`src/rtl/rcpu_bus_pkg.sv`:
```
// Shared definitions for the RCPU memory bus unit: FSM encoding, default
// stack segment and statistics counter widths.
package rcpu_bus_pkg;

    typedef enum logic [1:0] {
        IDLE  = 2'd0,
        BEAT0 = 2'd1,
        BEAT1 = 2'd2,
        RESP  = 2'd3
    } bus_state_t;

    localparam logic [15:0] STACK_SEG_DEFAULT = 16'hD000;

    localparam int STAT_WAIT_W = 16;
    localparam int STAT_TMO_W  = 8;
    localparam int TMO_CNT_W   = 16;

endpackage

```
`src/rtl/rcpu_bus_timeout.sv`:
```
// Per-beat wait counter; expired is raised on the wait cycle that reaches TIMEOUT.
module rcpu_bus_timeout
    import rcpu_bus_pkg::*;
#(
    parameter int TIMEOUT = 255
) (
    input  logic clk,
    input  logic rst,
    input  logic clr,
    input  logic en,
    output logic expired
);

    logic [TMO_CNT_W-1:0] count;

    // NOTE: sequential state uses non-blocking assignments so every register
    // samples the pre-edge values, independent of process ordering.
    always_ff @(posedge clk) begin
        if (rst || clr) begin
            count <= '0;
        end else if (en) begin
            count <= count + TMO_CNT_W'(1);
        end
    end

    assign expired = en && (count == TMO_CNT_W'(TIMEOUT - 1));

endmodule

```
`src/rtl/rcpu_bus_unit.sv`:
```
// Registered request/response bus unit between the RCPU core and memory.
// Optional wait/timeout statistics are enabled with `define RCPU_BUS_STATS_EN.
module rcpu_bus_unit
    import rcpu_bus_pkg::*;
#(
    parameter int             M         = 16,
    parameter int             N         = 32,
    parameter logic [N-M-1:0] STACK_SEG = STACK_SEG_DEFAULT,
    parameter int             TIMEOUT   = 255
) (
    input  logic                   clk,
    input  logic                   rst,
    input  logic                   req_valid,
    output logic                   req_ready,
    input  logic                   req_write,
    input  logic                   req_wide,
    input  logic                   req_stack,
    input  logic [N-1:0]           req_addr,
    input  logic [2*M-1:0]         req_wdata,
    output logic                   rsp_valid,
    output logic [2*M-1:0]         rsp_rdata,
    output logic                   rsp_err,
    output logic                   busy,
    output logic [N-1:0]           memAddr,
    output logic [M-1:0]           memWrite,
    input  logic [M-1:0]           memRead,
    output logic                   memRE,
    output logic                   memWE,
    input  logic                   memReady,
    output logic [STAT_WAIT_W-1:0] stat_wait,
    output logic [STAT_TMO_W-1:0]  stat_tmo
);

    bus_state_t     state, state_next;
    logic           wr_q, wide_q, stack_q;
    logic [2*M-1:0] wdata_q;
    logic           accept, in_beat, waiting, tmo_hit, abort;
    logic [N-1:0]   eff_addr, next_addr;

    assign accept   = req_valid && req_ready;
    assign in_beat  = (state == BEAT0) || (state == BEAT1);
    assign waiting  = in_beat && !memReady;
    assign busy     = (state != IDLE);
    assign eff_addr = req_stack ? {STACK_SEG, req_addr[M-1:0]} : req_addr;

    // Stack requests keep their segment and wrap inside the low M bits.
    assign next_addr = stack_q ? {memAddr[N-1:M], memAddr[M-1:0] + M'(1)}
                               : memAddr + N'(1);

    rcpu_bus_timeout #(.TIMEOUT(TIMEOUT)) u_timeout (
        .clk     (clk),
        .rst     (rst),
        .clr     (!waiting),
        .en      (waiting),
        .expired (tmo_hit)
    );

    always_ff @(posedge clk) begin
        if (rst) state <= IDLE;
        else     state <= state_next;
    end

    // NOTE: defaults first so no path leaves a variable unassigned (no latch).
    always_comb begin
        state_next = state;
        abort      = 1'b0;
        unique case (state)
            IDLE:  if (accept) state_next = BEAT0;
            BEAT0: begin
                if (tmo_hit) begin
                    state_next = RESP;
                    abort      = 1'b1;
                end else if (memReady) begin
                    state_next = wide_q ? BEAT1 : RESP;
                end
            end
            BEAT1: begin
                if (tmo_hit) begin
                    state_next = RESP;
                    abort      = 1'b1;
                end else if (memReady) begin
                    state_next = RESP;
                end
            end
            RESP:    state_next = IDLE;
            default: state_next = IDLE;
        endcase
    end

    always_ff @(posedge clk) begin
        if (rst) begin
            req_ready <= 1'b1;
            rsp_valid <= 1'b0;
            rsp_err   <= 1'b0;
            rsp_rdata <= '0;
            memAddr   <= '0;
            memWrite  <= '0;
            memRE     <= 1'b0;
            memWE     <= 1'b0;
            wr_q      <= 1'b0;
            wide_q    <= 1'b0;
            stack_q   <= 1'b0;
            wdata_q   <= '0;
        end else begin
            req_ready <= (state_next == IDLE);
            rsp_valid <= (state_next == RESP);
            rsp_err   <= abort;
            if (accept) begin
                wr_q                 <= req_write;
                wide_q               <= req_wide;
                stack_q              <= req_stack;
                wdata_q              <= req_wdata;
                memAddr              <= eff_addr;
                memWrite             <= req_wdata[M-1:0];
                memRE                <= !req_write;
                memWE                <= req_write;
                rsp_rdata[2*M-1:M]   <= '0;
            end
            if (state == BEAT0 && memReady) begin
                if (!wr_q) rsp_rdata[M-1:0] <= memRead;
                if (wide_q) begin
                    memAddr  <= next_addr;
                    memWrite <= wdata_q[2*M-1:M];
                end
            end
            if (state == BEAT1 && memReady && !wr_q) begin
                rsp_rdata[2*M-1:M] <= memRead;
            end
            if (state_next == RESP) begin
                memRE <= 1'b0;
                memWE <= 1'b0;
            end
        end
    end

`ifdef RCPU_BUS_STATS_EN
    logic [STAT_WAIT_W-1:0] wait_q;
    logic [STAT_TMO_W-1:0]  tmo_q;

    always_ff @(posedge clk) begin
        if (rst) begin
            wait_q <= '0;
            tmo_q  <= '0;
        end else begin
            if (waiting && wait_q != '1) wait_q <= wait_q + STAT_WAIT_W'(1);
            if (abort && tmo_q != '1)    tmo_q  <= tmo_q + STAT_TMO_W'(1);
        end
    end

    assign stat_wait = wait_q;
    assign stat_tmo  = tmo_q;
`else
    assign stat_wait = '0;
    assign stat_tmo  = '0;
`endif

endmodule

```
`config.mk`:
```
export PLATFORM = sky130hd
export DESIGN_NAME = rcpu_bus_unit
export DESIGN_NICKNAME = d
export VERILOG_FILES = /design/src/rtl/rcpu_bus_pkg.sv /design/src/rtl/rcpu_bus_timeout.sv /design/src/rtl/rcpu_bus_unit.sv
export SDC_FILE = /design/constraint.sdc
export NUM_CORES = 1
export LEC_CHECK = 0
export CAP_MARGIN = 25
export CORE_AREA = 2 2 155 157
export CTS_CLUSTER_SIZE = 12
export DETAILED_ROUTE_END_ITERATION = 7
export DIE_AREA = 0 0 157 159
export PLACE_DENSITY = 0.55
export SETUP_SLACK_MARGIN = 0.15
export SLEW_MARGIN = 40
export SYNTH_ARGS = -nofsm -noshare
export SYNTH_HDL_FRONTEND = slang
export SYNTH_SLANG_ARGS = --single-unit
```
`constraint.sdc`:
```
create_clock -name clk -period 3.1 [get_ports clk]
set_input_delay 0.465 -clock clk [delete_from_list [all_inputs] [get_ports clk]]
set_output_delay 0.465 -clock clk [all_outputs]
set_load 0.02 [all_outputs]
```
==> flow_summary.json, run 1 <==
{
  "fmax_ghz": 0.4149,
  "dieArea_um2": 24960,
  "yosys-top-cells-count": "nand2_1, dfxtp_1, a21oi_1, nor2_1, clkbuf_1",
  "crit_buf_inv": 1,
  "die_w_um": 157,
  "cts_buffer_depth": 2,
  "drtIter0Drc": 232,
  "skew_ns": 0.007188,
  "via_per_inst": 4.689,
  "clk_pin_slew_ns": 0.06,
  "placedInstanceArea_um2": 7701,
  "slowest_stage": "and3_1",
  "synth_cell_types": 54,
  "status": "finished clean",
  "min_path_type": "input port to register",
  "worstPathArrival_ns": 2.75,
  "hpwl_um": 13140,
  "drt-total-wl_um": 18870,
  "tightest_slew_ns": 0.6659,
  "drt_pre_antenna_iters": 4,
  "maxSlewViolCount": 0,
  "nNetsFinal": 999,
  "r2r_start": "state[1]",
  "grt_pass1_vias": 5585,
  "r2r_end": "memAddr[19]",
  "ff2ff_path_depth": 7,
  "crit_family": "simple AND/OR/NAND/NOR gates",
  "netlist_area_um2": 5759,
  "cpPeakStageDelay_ns": 0.42,
  "clockRootBuffer": "clkbuf_16",
  "grt_pass1_wl_um": 29970,
  "ant_nets": 0,
  "fin_setup_tns_ns": 0,
  "synth_top_area_share_pct": 42.41,
  "seq_area_frac_synth_pct": 42.41,
  "instances_no_fill": 1235,
  "clk_latency_ns": 0.41,
  "yosysTopAreaCell": "dfxtp_1",
  "synth-edff-count": 0,
  "syn_area_per_cell_um2": 7.679,
  "crit_path_cell_trace": "inv_1 > ha_1 > and3_1 > nand2b_1 > nor4_1 > mux2_2 > a21oi_1",
  "setup_viol": 0,
  "grt_max_degree": 60,
  "synth-main-ff-cell": "dfxtp_1",
  "rrSetupSlack_ns": 0.69,
  "ios": 197,
  "postCtsHoldBufs": 0,
  "gr-usage-all-layers_pct": 15.08,
  "drive_above_1_share_pct": 6.004,
  "hold_depth": 2,
  "chipHeight_um": 159,
  "vdd_drop_max_mv": 0.3231,
  "syn_to_final_growth_pct": 42.91,
  "drv_cap": 0,
  "synth.most_common_cell": "nand2_1",
  "initial_core_util_pct": 24.83,
  "h-tree-depth": 4,
  "cp.required_ns": 3.44,
  "num_rows": 56,
  "power_leakage_nw": 2.853,
  "async_flop_share_pct": 0,
  "post_cts_resized": 0,
  "numCtsBuffers": 17,
  "antenna_found_initial": 0,
  "grt_overflow_total": 0,
  "cts_num_sinks": 122,
  "syn_inst": 750,
  "n_antenna_cell": 0,
  "power_density_nw_per_um2": 628.5,
  "ys_seq_elements": 122,
  "drc": 0,
  "worstSetupPathType": "register to register",
  "slew_headroom_pct": 55.61,
  "cp-end-kind": "register",
  "routedWlPerCell_um": 15.28,
  "hold_path.startpoint": "rst",
  "hold_viol": 0,
  "critPathMaxFanout": 9,
  "fin_crit_sh_pct": 77.75,
  "start_kind": "register",
  "fin_crit_ns": 2.410,
  "holdWs_ns": 0.3762,
  "rsz0062_at_grt": "no",
  "io_buffers": 172,
  "path_depth": 7,
  "vias": 5791,
  "post-cts-setup-buffers": 0,
  "synth_area_leaders": "dfxtp_1, nand2_1, a21oi_1, nor2_1, buf_4",
  "fin_area_um2": 8230,
  "dp_cells": 1204,
  "core_area_um2": 23190,
  "cts_tree": "yes",
  "holdPathEnd": "memAddr[15]",
  "yosys_warnings": 0,
  "final_core_util_pct": 35.49,
  "gp_congestion": 0.8026
}
==> kinds of logic after synthesis <==
family	Yosys count	synth area share (%)
flops	122	42.41
compound gates	164	17.42
xor+xnor	16	2.433
fa+ha+maj	8	1.738
other cells	1	0.06511
buf+inv	82	7.039
mux	3	0.5648
simple gates	354	28.33
==> stage by stage <==
stage               setup slack (ns)  power (mW)
finish                        0.6898       5.173
global route                  0.4901       5.460
CTS                           0.7183       5.240
detailed placement            0.5162       3.394
global placement              0.5525       3.391
floorplan                      1.045       2.764
==> layer usage <==
| metal | wire [um] | track usage [%] | vias to the layer above |
|---|---|---|---|
| met2 | 8618 | 23.84 | 164 |
| li1 | - | - | 2902 |
| met5 | 0 | 0 | - |
| met3 | 1486 | 5.389 | 10 |
| met4 | 181 | 3.837 | 0 |
| met1 | 8579 | 19.51 | 2715 |
==> state kept, by name, summed over array words and instances, names as in the netlist, 2 cells and up <==
| register | cells |
|---|---|
| rsp_rdata | 32 |
| u_timeout.count | 16 |
| memWrite | 16 |
| memAddr | 32 |
| state | 2 |
| wdata_q | 16 |
==> cell usage in the layout (no fill, tap or decap), types with 3 or more instances in the layout <==
cell type,count
clkdlybuf4s50_1,171
nand2_1,166
dfxtp_1,122
a21oi_1,76
nor2_1,62
nand3_1,34
o21ai_0,26
conb_1,24
a311oi_1,18
nor3_1,18
clkbuf_16,17
nand4_1,14
buf_4,14
a31oi_1,12
and3_1,10
xor2_1,10
inv_1,9
nor4_1,9
ha_1,8
or3_1,7
xnor2_1,6
clkinv_2,6
and2_1,5
o22ai_1,5
a211oi_1,5
and4_1,4
a221oi_1,4
clkbuf_1,4
or2_2,3
nor2b_1,3
o211ai_1,3
==> worst max-delay path by stage <==
stage / startpoint / to / slack, ns
after floorplan: state[1] / memAddr[19] / 1.05
after global placement: memReady / memAddr[11] / 0.55
after detailed placement: memReady / memAddr[11] / 0.52
after CTS: state[1] / memAddr[19] / 0.72
after global routing: state[1] / memAddr[11] / 0.49
final: state[1] / memAddr[19] / 0.69
==> power by group <==
part	internal, mW	switching (mW)
Combinational	0.603	0.826
Clock	1.11	0.713
Sequential	1.75	0.170
Total	3.46	1.71
==> layout make-up <==
cell class | instances | area, um^2
Clock buffer | 22 | 454.2
Clock inverter | 9 | 75.07
Fill cell | 2459 | 14960
Inverter | 9 | 33.78
Multi-Input combinational cell | 569 | 3009
Sequential cell | 122 | 2442
Tap cell | 319 | 399.1
Timing Repair Buffer | 185 | 1817
No activity file was read; power rests on OpenSTA's default activity.
==> inputs of run 2 (changes only) <==
==> constraint.sdc (replaced) <==
create_clock -name clk -period 2.4 [get_ports clk]
set_input_delay 0.36 -clock clk [delete_from_list [all_inputs] [get_ports clk]]
set_output_delay 0.36 -clock clk [all_outputs]
set_load 0.02 [all_outputs]
==> run 2 against run 1 <==
  * Design area increased by 3.1%
  * Largest power group unchanged
  * Sequential share of layout area decreased by 0.89 points
  * Worst hold slack got worse by 0.12 ns
==> flow_summary.json, run 2 (same netlist as run 1, synthesis figures left out) <==
{
  "status": "finished clean",
  "grt_pass1_vias": 5824,
  "power_leakage_nw": 2.998,
  "largest_registers": "memAddr: 32 flops, rsp_rdata: 32 flops",
  "routedWlPerCell_um": 15.41,
  "antenna_found_initial": 0,
  "rsz0062_at_grt": "yes",
  "syn_to_final_growth_pct": 47.38,
  "critPathMaxFanout": 4,
  "hold_viol": 0,
  "clockRootBuffer": "clkbuf_16",
  "ant_nets": 0,
  "worstPathArrival_ns": 1.79,
  "drv_cap": 0,
  "crit_buf_inv": 3,
  "fmax_ghz": 0.4657,
  "vdd_drop_max_mv": 0.4407,
  "grt_pass1_wl_um": 31300,
  "cp-end-kind": "primary output",
  "min_path_type": "input port to register",
  "numCtsBuffers": 17,
  "cpPeakStageDelay_ns": 0.59,
  "post_cts_resized": 0,
  "cp.required_ns": 2.04,
  "clk_pin_slew_ns": 0.06,
  "num_rows": 56,
  "critPathMostFrequentCell": "inv_1",
  "ios": 197,
  "slew_headroom_pct": 61.11,
  "die_w_um": 157,
  "fin_setup_tns_ns": 0,
  "dp_cells": 1230,
  "chipHeight_um": 159,
  "skew_ns": 0.009731,
  "fin_crit_ns": 2.147,
  "via_per_inst": 4.705,
  "setup_viol": 0,
  "crit_family": "buffers and inverters",
  "cts_buffer_depth": 2,
  "postCtsHoldBufs": 0,
  "crit_path_cell_trace": "inv_1 > ha_1 > inv_1 > clkdlybuf4s50_1",
  "power_density_nw_per_um2": 819.0,
  "drtIter0Drc": 242,
  "drt_pre_antenna_iters": 4,
  "drc": 0,
  "vias": 5933,
  "cts_tree": "yes",
  "hpwl_um": 13770,
  "fill_cells": 2450,
  "core_area_um2": 23190,
  "worstSetupPathType": "register to primary output",
  "gp_congestion": 0.8516,
  "dieArea_um2": 24960,
  "layout_common_cells": "clkdlybuf4s50_1, nand2_1, dfxtp_1",
  "drt-total-wl_um": 19430,
  "gr-usage-all-layers_pct": 15.82,
  "io_buffers": 172,
  "start_kind": "register",
  "instances_no_fill": 1261,
  "clk_latency_ns": 0.42,
  "tightest_slew_ns": 0.5834,
  "grt_overflow_total": 0,
  "fin_crit_sh_pct": 89.47,
  "slowest_stage": "clkdlybuf4s50_1",
  "cts_num_sinks": 122,
  "nNetsFinal": 1025,
  "h-tree-depth": 4,
  "grt_max_degree": 51,
  "initial_core_util_pct": 24.83,
  "maxSlewViolCount": 0,
  "drive_above_1_share_pct": 9.023,
  "layout_commonest_cell": "clkdlybuf4s50_1",
  "post-cts-setup-buffers": 0,
  "n_antenna_cell": 0
}
run 2: cell types whose count changed in the layout (fill, tap and decap cells not counted), sizes merged:
cell    delta
clkinv     -1
buf       +26
bufinv     +1
run 2: area by class of cell:
cell class	count	area (um^2)	share of cell area [%]
clock buffer	22	444.2	5.233
timing repair buffer	211	2037	24.00
tap	319	399.1	4.702
inverter	9	33.78	0.3980
multi-input combinational	569	3030	35.70
sequential	122	2444	28.79
clock inverter	9	100.1	1.179
run 2: final timing paths:
kind                 start       endpoint  slack [ns]  depth (start not counted)
max               state[0]           busy        0.25                          4
min                    rst    memAddr[28]        0.26                          2
max reg2reg       state[0]      rsp_valid        0.28                          7
min reg2reg  rsp_rdata[14]  rsp_rdata[14]        0.45                          2
run 2: metrics by stage:
stage	total power, mW	util, %	cell area, um^2	setup slack [ns]	hold WS (ns)
floorplan	3.570	-	5846	0.3452	0.4255
global placement	4.492	34.14	7919	0.01987	0.4410
detailed placement	4.497	34.14	7919	-0.01086	0.4472
CTS	6.984	36.49	8463	0.2071	0.2457
global route	7.339	36.60	8488	0.1391	0.2849
finish	6.952	36.60	8488	0.2526	0.2558
run 2: per-layer routing:
| metal | track usage [%] | routed length [um] | vias to the layer above |
|---|---|---|---|
| met1 | 20.26 | 8435 | 2785 |
| li1 | - | - | 2944 |
| met4 | 4.712 | 235 | 0 |
| met2 | 24.96 | 9108 | 188 |
| met5 | 0 | 0 | - |
| met3 | 5.580 | 1653 | 16 |
run 2: where the power goes:
part / switching, mW / internal, mW / total [mW]
Clock: 0.945 / 1.51 / 2.46
Sequential: 0.199 / 2.26 / 2.46
Combinational: 1.14 / 0.888 / 2.03
Total: 2.29 / 4.66 / 6.95
